File: config.mk
export PLATFORM = sky130hd
export DESIGN_NAME = alu_issue_ctrl
export DESIGN_NICKNAME = d
export VERILOG_FILES = /design/src/rtl/alu_issue_ctrl.sv
export SDC_FILE = /design/constraint.sdc
export NUM_CORES = 1
export LEC_CHECK = 0
export CAP_MARGIN = 0
export CELL_PAD_IN_SITES_DETAIL_PLACEMENT = 2
export CELL_PAD_IN_SITES_GLOBAL_PLACEMENT = 2
export CORE_AREA = 2 2 211 213
export DETAILED_ROUTE_END_ITERATION = 7
export DIE_AREA = 0 0 213 215
export PLACE_DENSITY = 0.86
export SETUP_SLACK_MARGIN = 0.15
export SYNTH_ARGS = -nofsm -noshare
export SYNTH_HDL_FRONTEND = slang
export SYNTH_SLANG_ARGS = --single-unit
File: constraint.sdc
create_clock -name clk -period 6.8 [get_ports clk]
set_clock_uncertainty 0.05 [all_clocks]
set_input_delay 1.7 -clock clk [delete_from_list [all_inputs] [get_ports clk]]
set_output_delay 1.7 -clock clk [all_outputs]
set_load 0.03 [all_outputs]
File: src/rtl/alu_issue_ctrl.sv
// Issue/writeback controller for the 3-bit-funct combinational ALU.
// Handles one instruction at a time and writes back before the next accept, so no forwarding is needed.
module alu_issue_ctrl #(
    parameter int NREGS = 8,
    parameter int WIDTH = 32
) (
    input  logic             clk,
    input  logic             reset,
    input  logic             i_instr_valid,
    output logic             o_instr_ready,
    input  logic [15:0]      i_instr,
    output logic [2:0]       o_alu_funct,
    output logic [WIDTH-1:0] o_alu_data1,
    output logic [WIDTH-1:0] o_alu_data2,
    input  logic [WIDTH-1:0] i_alu_out,
    input  logic             i_alu_zero,
    output logic             o_res_valid,
    input  logic             i_res_ready,
    output logic [WIDTH-1:0] o_res_data,
    output logic [2:0]       o_res_rd,
    output logic             o_res_wen,
    output logic             o_flag_z,
    input  logic [2:0]       i_dbg_addr,
    output logic [WIDTH-1:0] o_dbg_data
);

    localparam logic [1:0] S_IDLE = 2'd0;
    localparam logic [1:0] S_EXEC = 2'd1;
    localparam logic [1:0] S_WB   = 2'd2;

    localparam logic [2:0] OP_NOP = 3'b000;
    localparam logic [2:0] OP_NOT = 3'b101;
    localparam logic [2:0] OP_LI  = 3'b111;

    logic [1:0]       r_state;
    logic [2:0]       r_op;
    logic [2:0]       r_rd;
    logic [WIDTH-1:0] r_opA;
    logic [WIDTH-1:0] r_opB;
    logic [WIDTH-1:0] r_resData;
    logic             r_z;
    logic             r_flagZ;
    logic [WIDTH-1:0] r_regs [NREGS];

    logic [2:0]       w_op;
    logic [2:0]       w_rd;
    logic [2:0]       w_rs;
    logic [2:0]       w_rt;
    logic [9:0]       w_imm;
    logic [WIDTH-1:0] w_rsData;
    logic [WIDTH-1:0] w_rtData;
    logic             w_accept;
    logic             w_resWen;
    logic             w_inExec;

    assign w_op  = i_instr[15:13];
    assign w_rd  = i_instr[12:10];
    assign w_rs  = i_instr[9:7];
    assign w_rt  = i_instr[6:4];
    assign w_imm = i_instr[9:0];

    // r0 reads as zero regardless of storage contents.
    assign w_rsData = (w_rs == 3'd0) ? '0 : r_regs[w_rs];
    assign w_rtData = (w_rt == 3'd0) ? '0 : r_regs[w_rt];

    assign o_instr_ready = (r_state == S_IDLE) && !reset;
    assign w_accept      = i_instr_valid && o_instr_ready;
    assign w_resWen      = (r_op != OP_NOP) && (r_rd != 3'd0);
    assign w_inExec      = (r_state == S_EXEC);

    // The ALU sees zeros outside EXEC so its output idles at 0.
    assign o_alu_funct = !w_inExec ? 3'b000 : ((r_op == OP_LI) ? 3'b100 : r_op);
    assign o_alu_data1 = w_inExec ? r_opA : '0;
    assign o_alu_data2 = w_inExec ? r_opB : '0;

    assign o_res_valid = (r_state == S_WB);
    assign o_res_data  = r_resData;
    assign o_res_rd    = r_rd;
    assign o_res_wen   = o_res_valid && w_resWen;
    assign o_flag_z    = r_flagZ;
    assign o_dbg_data  = (i_dbg_addr == 3'd0) ? '0 : r_regs[i_dbg_addr];

    always_ff @(posedge clk) begin
        if (reset) begin
            r_state   <= S_IDLE;
            r_op      <= OP_NOP;
            r_rd      <= 3'd0;
            r_opA     <= '0;
            r_opB     <= '0;
            r_resData <= '0;
            r_z       <= 1'b0;
            r_flagZ   <= 1'b0;
            for (int i = 0; i < NREGS; i++) begin
                r_regs[i] <= '0;
            end
        end else begin
            case (r_state)
                S_IDLE: begin
                    if (w_accept) begin
                        r_op    <= w_op;
                        r_rd    <= w_rd;
                        r_opA   <= (w_op == OP_LI) ? {{(WIDTH-10){1'b0}}, w_imm} : w_rsData;
                        r_opB   <= ((w_op == OP_LI) || (w_op == OP_NOT)) ? '0 : w_rtData;
                        r_state <= S_EXEC;
                    end
                end
                S_EXEC: begin
                    r_resData <= i_alu_out;
                    r_z       <= i_alu_zero;
                    r_state   <= S_WB;
                end
                S_WB: begin
                    if (i_res_ready) begin
                        if (w_resWen) begin
                            r_regs[r_rd] <= r_resData;
                        end
                        if (r_op != OP_NOP) begin
                            r_flagZ <= r_z;
                        end
                        r_state <= S_IDLE;
                    end
                end
                default: r_state <= S_IDLE;
            endcase
        end
    end

endmodule

* After elaboration in Yosys (flattened, before gate mapping)
Memory sizes are Yosys's and may differ from the RTL's. Index checks and enable logic that the tools add are counted. Widths: inputs -> output; s select.
Word-level totals: input bits 56, register bits 106, RAM bits 256, memories kept 1, output and inout bits 138, logic and storage cells 54
Operators by class: equal/unequal tests 7, reductions and logical operators 16, mux-type cells 22
Memories:
- r_regs | depth 8, width 32, rd ports 3, clocked after Yosys merged registers in 0, wr ports 8, RTL line 43 | logic [WIDTH-1:0] r_regs [NREGS];
Operator list (count):
- $mux 32 | 8
- $reduce_or 32->1 | 1
- $eq 3x3->1 const B | 3
- $logic_not 3->1 | 3
- $mux 3 | 3
- $mux 1 | 8
- $pmux 2 s3 | 1
- $reduce_bool 3->1 | 2
- $logic_and 1x1->1 | 4
- $mux 2 | 2
- $reduce_and 2->1 | 2
- $reduce_and 3->1 | 1
- $eq 2x1->1 const B | 1
- $eq 2x2->1 const B | 1
- $logic_not 2->1 | 1
- $ne 2x1->1 const B | 1
- $ne 2x2->1 const B | 1
- $logic_not 1->1 | 1
- $logic_or 1x1->1 | 1

* Longest topological paths before layout
depth in word-level cells 9, depth in mapped cells 7, mapped depth without buffers 6

* Worst setup path after synthesis
Ideal clock, no wire load.
path type input-to-output, from input i_dbg_addr[1], to output o_dbg_data[31], data arrival time 3232 ps, setup slack 1818 ps, data required time 5050 ps, cell stages on the path 5, cell sequence buf_2 -> nor2b_1 -> clkbuf_1 -> a22oi_1 -> o21ai_0
Between the ends: cells in the longest elaborated chain, start to end 2, elaborated cells between the ends (all ways) 3, classes of those cells mux: 1; reduce/logical: 1; memory: 1
RTL lines:
- start, declared | RTL line 23 | input logic [2:0] i_dbg_addr,
- $mem_v2 8x32 / $logic_not 3->1 (equally long branches)
- $mux 32 (*) | RTL line 81 | assign o_dbg_data = (i_dbg_addr == 3'd0) ? '0 : r_regs[i_dbg_addr];
- end, declared | RTL line 24 | output logic [WIDTH-1:0] o_dbg_data
Mark *: on every way between the ends. The rest lies on a longest branch, timed or not.

* Final worst setup path
from input i_dbg_addr[0], to output o_dbg_data[18]
The elaborated chain is that of the path after synthesis.

==> metrics.json <==
{
  "run_status": "completed",
  "drtPass1Iterations": 5,
  "starting_density_of_the_core_pct": 40.47,
  "fp.dieH_um": 215,
  "post_drt_via_cell_ratio": 6.198,
  "syn_area_per_cell_um2": 11.70,
  "placement_rows": 77,
  "peak_fanout_along_the_critical_path": 27,
  "grt_setup_unrepaired": "false",
  "hold_buffers": 0,
  "fill_cells": 4238,
  "ys_types": 48,
  "yosysSeqAreaShare_pct": 50.10,
  "non_filler_cells_final": 2270,
  "post_synth_instance_area_um2": 17660,
  "post-route-drc-count": 0,
  "antenna_left": 0,
  "clock_latency_ns": 0.57,
  "power-per-cell-area_nw_per_um2": 240.8,
  "fmax_ghz": 0.1716,
  "total_setup_buffers_inserted_after_cts": 0,
  "cts_num_sinks": 330,
  "synth.top_cell.area_share_pct": 38.08,
  "routed_wl_um": 69500,
  "static_leakage_uw": 0.007661,
  "worst_path_clk_slew_ns": 0.06,
  "synthFlopType": "sky130_fd_sc_hd__edfxtp_1",
  "timing.max_slew.rel_slack_pct": 15.06,
  "finalCoreUtilization_pct": 48.81,
  "edff_count_synth": 224,
  "irDropWorstVdd_v": 0.0001439,
  "asyncSetResetFlopFracSynth_pct": 0,
  "min_path_type": "reg -> reg",
  "grt_pass1_vias": 15475,
  "min_period_ns": 5.828,
  "drt_first_iter_violations": 1357,
  "worstPathArrival_ns": 4.08,
  "routed_wirelength_normalized_by_instance_count_um": 30.62,
  "yosys_register_bits": 330,
  "grt_usage_pct": 30.19,
  "worstSetupStartpointType": "input pin",
  "slew_at_the_pin_closest_to_its_max_slew_limit_ns": 1.274,
  "grt_start_max_net_pins": 68,
  "tritoncts": "built",
  "finalNetCount": 1702,
  "root_buf_cell": "sky130_fd_sc_hd__clkbuf_16",
  "setup_viol": 0,
  "synthTopCellsByCount": "sky130_fd_sc_hd__and2_1 (290), sky130_fd_sc_hd__edfxtp_1 (224), sky130_fd_sc_hd__nand2_1 (147), sky130_fd_sc_hd__dfxtp_1 (106), sky130_fd_sc_hd__mux2_2 (94)",
  "gp_congestion": 0.8305,
  "dieArea_um2": 45800,
  "synth.most_common_cell": "sky130_fd_sc_hd__and2_1",
  "ctsLongestPathBuffers": 3,
  "wire_length_of_the_first_global_routing_pass_um": 101700,
  "setup_tns_ns": 0,
  "num_io_pins": 194,
  "routed-via-count": 14069,
  "cts_resized": 0,
  "htree_num_levels": 2,
  "crit_required_ns": 5.05,
  "io_buffer_count": 193,
  "path_class": "in -> out",
  "core_area_um2": 43640,
  "dieWidth_um": 213,
  "synthesis.instances": 1509,
  "gr-total-overflow": 0,
  "timing.max_cap.violations": 0,
  "hold_violations": 0,
  "synth_area_leaders": "sky130_fd_sc_hd__edfxtp_1 (38%), sky130_fd_sc_hd__dfxtp_1 (12%), sky130_fd_sc_hd__mux4_2 (10%)",
  "fin_crit_sh_pct": 85.70,
  "numCtsBuffers": 39,
  "final_layout_size_suffix_gt1_share_pct": 18.26,
  "detailedPlacementHpwl_um": 41640,
  "area_growth_syn_to_layout_pct": 20.61,
  "synth.largest_area_cell": "sky130_fd_sc_hd__edfxtp_1",
  "antenna_found_initial": 1,
  "worstSetupEndpointType": "output pin",
  "postSynthNetCount": 1565,
  "dpl.cell_count": 2197,
  "timing.final.max_slew_violations": 0,
  "yosys_warnings": 0
}
placed cells by master (no fill, tap or decap), types with 6 or more instances in the layout:
master                            count
sky130_fd_sc_hd__and2_1             290
sky130_fd_sc_hd__edfxtp_1           224
sky130_fd_sc_hd__clkdlybuf4s50_1    183
sky130_fd_sc_hd__nand2_1            147
sky130_fd_sc_hd__dfxtp_1            106
sky130_fd_sc_hd__mux2_2              94
sky130_fd_sc_hd__mux4_2              81
sky130_fd_sc_hd__a21oi_1             72
sky130_fd_sc_hd__a22oi_1             49
sky130_fd_sc_hd__o21ai_0             41
sky130_fd_sc_hd__clkbuf_16           41
sky130_fd_sc_hd__a221oi_1            40
sky130_fd_sc_hd__buf_4               38
sky130_fd_sc_hd__inv_1               33
sky130_fd_sc_hd__a32o_1              31
sky130_fd_sc_hd__mux2i_1             30
sky130_fd_sc_hd__o21ai_1             20
sky130_fd_sc_hd__a22o_1              19
sky130_fd_sc_hd__nor2_1              14
sky130_fd_sc_hd__clkbuf_8             9
sky130_fd_sc_hd__nor2_2               7
sky130_fd_sc_hd__o22ai_1              7
sky130_fd_sc_hd__or2_2                7
sky130_fd_sc_hd__clkbuf_1             7
sky130_fd_sc_hd__nor2b_1              6
sky130_fd_sc_hd__clkinv_2             6
sky130_fd_sc_hd__buf_2                6
path summary, 6_finish.rpt:
path	startpoint	endpoint	slack, ns	cells after the start
setup / recovery	i_dbg_addr[0]	o_dbg_data[18]	0.97	6
setup reg to reg	r_state[1]	r_regs[6][2]	3.62	6
hold / removal	r_opA[18]	r_opA[18]	0.40	2
hold reg to reg	r_opA[18]	r_opA[18]	0.40	2
kinds of logic after synthesis:
| kind of cell | share of synthesized area, % |
|---|---|
| AND/OR/NAND/NOR | 15.47 |
| buffers and inverters | 4.286 |
| multiplexers | 18.17 |
| flip-flops | 50.10 |
| AO/OA/AOI/OAI | 11.97 |
sequential cells by signal, summed over array words and instances, names as in the netlist:
name        flops
o_flag_z        1
o_res_data     32
o_res_rd        3
r_op            3
r_opA          32
r_opB          32
r_regs        224
r_state         2
r_z             1
metal layers:
layer | routed length [um] | vias to the layer above | global-route usage, % | share of wire, %
met4 | 2800 | 0 | 12.82 | 4.0
met2 | 35050 | 658 | 52.39 | 50
met1 | 26820 | 7344 | 36.38 | 39
met3 | 4826 | 187 | 5.845 | 6.9
li1 | - | 5880 | - | -
met5 | 0 | - | 0 | 0
critical path, cell delays in order:
cell	delay, ns
sky130_fd_sc_hd__buf_4	0.43
sky130_fd_sc_hd__buf_4	0.46
sky130_fd_sc_hd__mux4_2	0.30
sky130_fd_sc_hd__inv_1	0.04
sky130_fd_sc_hd__a21oi_1	0.33
sky130_fd_sc_hd__clkdlybuf4s50_1	0.75
stage by stage:
step | total power [uW] | worst slack, ns | instance area, um^2 | hold WS (ns)
2_1_floorplan | 2711 | 1.818 | 17660 | 0.3666
3_3_place_gp | 2964 | 1.024 | 20000 | 0.3839
3_5_place_dp | 2999 | 1.014 | 20000 | 0.3942
4_1_cts | 5146 | 1.002 | 21300 | 0.4078
5_1_grt | 5254 | 0.9042 | 21300 | 0.4263
6_report | 5130 | 0.9722 | 21300 | 0.3983
power breakdown:
group | switching, uW | internal [uW] | total, uW
combinational | 414 | 262 | 676
sequential | 81.8 | 2220 | 2300
clock | 880 | 1270 | 2150
total | 1380 | 3750 | 5130
layout make-up:
| cell class | instances | area, um^2 | area share [%] |
|---|---|---|---|
| Antenna cell | 2 | 5.005 | 0.02349 |
| Clock buffer | 57 | 1176 | 5.521 |
| Clock inverter | 14 | 125.1 | 0.5874 |
| Inverter | 34 | 127.6 | 0.5991 |
| Multi-Input combinational cell | 1013 | 8112 | 38.08 |
| Sequential cell | 330 | 8848 | 41.54 |
| Tap cell | 592 | 740.7 | 3.477 |
| Timing Repair Buffer | 228 | 2167 | 10.17 |
Note: power is estimated with default switching activity, not from simulation.
